===== src/rtl/layer_sequencer.sv =====
// Frame-level sequencer: launches each pipeline stage in turn, waits for its
// completion pulse under a per-stage watchdog, and reports frame done or a stage timeout.
module layer_sequencer #(
    parameter int  NUM_STAGES     = 3,
    parameter int  TIMEOUT_CYCLES = 1048576,
    parameter int  FRAME_W        = 16,
    localparam int IDX_W          = (NUM_STAGES > 1) ? $clog2(NUM_STAGES) : 1
) (
    input  logic                  clk,
    input  logic                  reset_n,
    input  logic                  start,
    input  logic                  abort,
    input  logic                  err_clr,
    output logic [NUM_STAGES-1:0] stage_start,
    input  logic [NUM_STAGES-1:0] stage_done,
    output logic                  busy,
    output logic                  done,
    output logic                  error,
    output logic [IDX_W-1:0]      err_stage,
    output logic [FRAME_W-1:0]    frame_count
);

    localparam int WD_W = $clog2(TIMEOUT_CYCLES);
    localparam logic [WD_W-1:0]  WD_LAST  = WD_W'(TIMEOUT_CYCLES - 1);
    localparam logic [IDX_W-1:0] LAST_IDX = IDX_W'(NUM_STAGES - 1);

    typedef enum logic [2:0] {
        IDLE,
        LAUNCH,
        WAIT,
        FINISH,
        FAULT
    } state_t;

    state_t           state;
    logic [IDX_W-1:0] idx;
    logic [WD_W-1:0]  wd;

    function automatic logic [NUM_STAGES-1:0] stage_onehot(input logic [IDX_W-1:0] i);
        return NUM_STAGES'(1) << i;
    endfunction

    // Outputs are registered alongside the state they belong to, so stage_start,
    // busy, done and error are all valid exactly during the matching state.
    always_ff @(posedge clk or negedge reset_n) begin
        if (!reset_n) begin
            state       <= IDLE;
            idx         <= '0;
            wd          <= '0;
            err_stage   <= '0;
            frame_count <= '0;
            stage_start <= '0;
            busy        <= 1'b0;
            done        <= 1'b0;
            error       <= 1'b0;
        end else begin
            stage_start <= '0;
            done        <= 1'b0;
            case (state)
                IDLE: begin
                    if (start) begin
                        idx         <= '0;
                        state       <= LAUNCH;
                        stage_start <= stage_onehot('0);
                        busy        <= 1'b1;
                    end
                end
                LAUNCH: begin
                    wd <= '0;
                    if (abort) begin
                        state <= IDLE;
                        busy  <= 1'b0;
                    end else begin
                        state <= WAIT;
                    end
                end
                WAIT: begin
                    // Priority: abort, then the stage's own done, then the watchdog.
                    if (abort) begin
                        state <= IDLE;
                        busy  <= 1'b0;
                    end else if (stage_done[idx]) begin
                        if (idx == LAST_IDX) begin
                            state       <= FINISH;
                            busy        <= 1'b0;
                            done        <= 1'b1;
                            frame_count <= frame_count + 1'b1;
                        end else begin
                            idx         <= idx + 1'b1;
                            state       <= LAUNCH;
                            stage_start <= stage_onehot(idx + 1'b1);
                        end
                    end else if (wd == WD_LAST) begin
                        state     <= FAULT;
                        busy      <= 1'b0;
                        error     <= 1'b1;
                        err_stage <= idx;
                    end else begin
                        wd <= wd + 1'b1;
                    end
                end
                FINISH: begin
                    state <= IDLE;
                end
                FAULT: begin
                    if (err_clr) begin
                        state <= IDLE;
                        error <= 1'b0;
                    end
                end
                default: begin
                    state <= IDLE;
                    busy  <= 1'b0;
                    error <= 1'b0;
                end
            endcase
        end
    end

endmodule


===== config.mk =====
export PLATFORM = sky130hd
export DESIGN_NAME = layer_sequencer
export DESIGN_NICKNAME = d
export VERILOG_FILES = /design/src/rtl/layer_sequencer.sv
export SDC_FILE = /design/constraint.sdc
export NUM_CORES = 1
export LEC_CHECK = 0
export ABC_AREA = 1
export BUFFER_PORTS_ARGS = -buffer_cell sky130_fd_sc_hd__buf_2
export CORE_MARGIN = 1.5
export CORE_UTILIZATION = 50
export CTS_CLUSTER_SIZE = 12
export DETAILED_ROUTE_END_ITERATION = 7
export HOLD_SLACK_MARGIN = 0.06
export PLACE_DENSITY = 0.72
export SYNTH_ARGS = -nofsm -noshare
export SYNTH_HDL_FRONTEND = slang
export SYNTH_SLANG_ARGS = --single-unit

===== constraint.sdc =====
create_clock -name clk -period 1.7 [get_ports clk]
set_input_delay 0.085 -clock clk [delete_from_list [all_inputs] [get_ports clk]]
set_output_delay 0.085 -clock clk [all_outputs]
set_load 0.01 [all_outputs]

==> summary.md <==
| Metric | Value |
|---|---|
| Status | `complete, no violations` |
| Area Growth Syn to Fin | `24.0%` |
| Width of the chip | `79.1 um` |
| Remaining DRCs | `0` |
| Syn nets | `408` |
| Die Ht | `79.1 um` |
| Clk_skew | `0.00698 ns` |
| Crit-path max FO | `7` |
| Peak supply drop | `0.000596 V` |
| TritonCTS clock tree | `yes` |
| Global route overflow | `0` |
| Internal power | `2.31 mW` |
| DRT Pass-1 Iters | `4` |
| Crit path capture type | `flip-flop` |
| Avg Inst Size Synth | `7.34 um2` |
| Ys async rst share | `100%` |
| Reg power frac | `37.6%` |
| Largest cells by area after synthesis | `dfrtp_1, nand2_1, nor2_1` |
| Fillers | `491` |
| I/O pin total | `32` |
| Final worst setup slack | `0.0594 ns` |
| Initial Util | `52.2%` |
| Yosys cell types | `29` |
| Hold Path Class | `input port to flip-flop` |
| WL final | `6.86 mm` |
| DR vias/cell | `5.11` |
| Final net count | `476` |
| Max-slew violations | `0` |
| Post-synth top area cell | `dfrtp_1` |
| Worst slew pin tran | `0.626 ns` |
| Setup-failing EPs final | `0` |
| Maximum clock insertion buffer count | `2` |
| Mapped Area | `2890 um2` |
| Clock Power Share | `19.0%` |
| Combinational power share | `43.4%` |
| Largest net degree at the start of global routing | `50` |
| Primary FF master, synth | `dfrtp_1` |
| Setup crit start | `wd[6]` |
| Power Total | `3.71 mW` |
| Vias in the first global route | `2528` |
| CTS clk-pin slew, worst paths | `0.09 ns` |
| Leak | `1.78 nW` |
| Depth of the CTS H-tree | `2` |
| GP Congestion | `0.947` |
| EDFF count, synth | `0` |
| Final clock period utilization by the worst path | `96.5%` |
| Num CTS Buffers | `5` |
| Cells after DPL | `519` |
| P_sw | `1.39 mW` |
| Synth warn | `0` |
| Switching share of power | `37.6%` |
| Max cap viols | `0` |
| Clk sinks | `49` |
| Arrival time worst endpoint | `1.87 ns` |
| Antenna diodes | `0` |
| Wire length per cell after detailed routing | `12.9 um` |
| Area after DPL | `3330 um2` |
| Reg2reg start | `wd[6]` |
| Slew HR | `58.3%` |
| CORE AREA | `5540 um2` |
| Via count | `2727` |
| Total Routing Usage GR | `21.6%` |
| Tmin final | `1.64 ns` |
| Post-DP HPWL | `4.61 mm` |
| Yosys reg bits | `49` |
| ANT nets after route | `0` |
| Worst path max stage delay | `0.40 ns` |
| Hold_sp | `start` |
| Final core utilization | `64.7%` |
| CP Buf/Inv Count | `3` |
| Fin cells | `534` |
| Worst setup SP type | `flip-flop` |
| Setup Crit Path Kind | `flip-flop to flip-flop` |
| Synth top area share | `42.4%` |
| Seq/Total Area, Yosys | `42.4%` |
| CP Data Required Time | `1.93 ns` |
| Cell count after synthesis | `394` |
| DR iter-0 viols | `142` |
| Fin. Hold Viols | `0` |
| First-pass GRT wire length | `10.8 mm` |
| Initial antenna violation count | `0` |
| Worst skew pair latency | `0.30 ns` |
| Pwr/cell area | `1030 nW/um2` |
| Layout cell share with drive strength beyond 1 | `20.1%` |
| Rows | `27` |
| Die area | `6250 um2` |
| Final Cell Area | `3590 um2` |
| CP Cell Sequence | `nand2_1 > inv_1 > nand2_2 > nor2_4 > nand3_4 > nand2_4 > buf_6 > nand2_2 > nand2_4 > clkbuf_16 > nand2_1 > o21ai_0` |
| Family with the most delay on the worst path | `simple AND/OR/NAND/NOR gates` |
| Port Buffers | `31` |
| Fmax | `0.610 GHz` |
| Setup slack at placement | `-0.120 ns` |
| Slowest-stage cell, CP | `dfrtp_1` |
| Root buffer selected by CTS | `clkbuf_8` |
synth_stat cells (3+ instances only):
| library cell | instances |
|---|---|
| xnor2_1 | 5 |
| nor3_1 | 12 |
| ha_1 | 6 |
| nand2_2 | 3 |
| nor2_1 | 45 |
| nand3b_1 | 3 |
| inv_1 | 41 |
| o21ai_0 | 23 |
| nand3_1 | 31 |
| nand2_1 | 132 |
| nand4_1 | 5 |
| xor2_1 | 19 |
| dfrtp_1 | 49 |
kinds of logic (layout without fill, tap and decap cells):
kind of cell             Yosys count  count (layout)  share of synthesized area, %
AND/OR/NAND/NOR                  238             238                          35.4
flip-flops                        49              49                          42.4
XOR/XNOR                          24              24                          7.27
buffers and inverters             49             117                          7.22
adder cells (fa/ha/maj)            6               6                          2.60
AO/OA/AOI/OAI                     28              28                          5.10
repair_timing:
item	CTS	global route
pin swaps	0	4
gates resized for setup	1	18
hold buffers	2	0
setup buffers	0	3
endpoints found under the hold margin	50	0
gates cloned	0	3
endpoints found under the setup margin	10	28
flip-flops by register name, summed over array words and instances, names as in the netlist:
| signal | count |
|---|---|
| busy | 1 |
| idx | 2 |
| err_stage | 2 |
| stage_start | 3 |
| done | 1 |
| state | 3 |
| wd | 20 |
| error | 1 |
| frame_count | 16 |
placed cells by master, fill, tap and decap left out, types with 3 or more instances in the layout:
cell / netlist / layout
nand4_1: 5 / 5
inv_1: 41 / 41
xor2_1: 19 / 19
nand3_4: 1 / 3
nand2_1: 132 / 129
buf_4: 1 / 29
nand3b_1: 3 / 3
clkbuf_8: 0 / 6
o21ai_0: 23 / 21
ha_1: 6 / 5
nor2_4: 2 / 3
buf_2: 1 / 31
nand3_1: 31 / 31
nand2_2: 3 / 4
nor2_1: 45 / 43
dfrtp_1: 49 / 47
nor3_1: 12 / 11
xnor2_1: 5 / 5
final cells by class:
class	count	area [um2]	area share, %
repair buffers	68	505	14.1
clock buffers	7	86.3	2.41
flip-flops and latches	49	1230	34.3
inverters	42	158	4.39
multi-input cells	296	1520	42.3
well taps	72	90.1	2.51
final timing paths:
path                                  end  slack, ns  cells past startpoint
min in group asynchronous  frame_count[3]       0.41                      3
hold / removal                       busy       0.07                      3
setup / recovery                   wd[18]       0.06                     12
setup reg to reg                   wd[18]       0.06                     12
hold reg to reg                      busy       0.48                      2
max in group asynchronous          wd[16]       0.83                      3
routing by layer:
layer / part of all wire, % / routed length, um / GRT usage (%) / vias to the layer above
li1: - / - / - / 1378
met1: 45 / 3100 / 27.0 / 1256
met2: 48 / 3310 / 38.3 / 80
met3: 5.1 / 350 / 3.68 / 13
met4: 1.5 / 102 / 5.61 / 0
met5: 0 / 0 / 0 / -
through the flow:
step,TNS (ns),hold slack [ns]
after floorplan,0,-0.211
after global placement,-0.463,0.228
after detailed placement,-1.02,0.242
after CTS,0,0.0639
after global routing,-0.542,0.0947
final,0,0.0681
power by group through the flow:
stage / Clock [mW] / Combinational [mW] / Sequential [mW]
floorplan: 0 / 0.771 / 1.46
CTS: 0.725 / 1.25 / 1.39
detailed placement: 0 / 1.24 / 1.41
finish: 0.706 / 1.61 / 1.39
global route: 0.755 / 1.75 / 1.42
global placement: 0 / 1.21 / 1.41
tightest hold or removal path, cell delays in order:
cell     delay (ns)
buf_2          0.11
nand3_1        0.09
nand2_1        0.05
(Power assumes the default switching activity.)
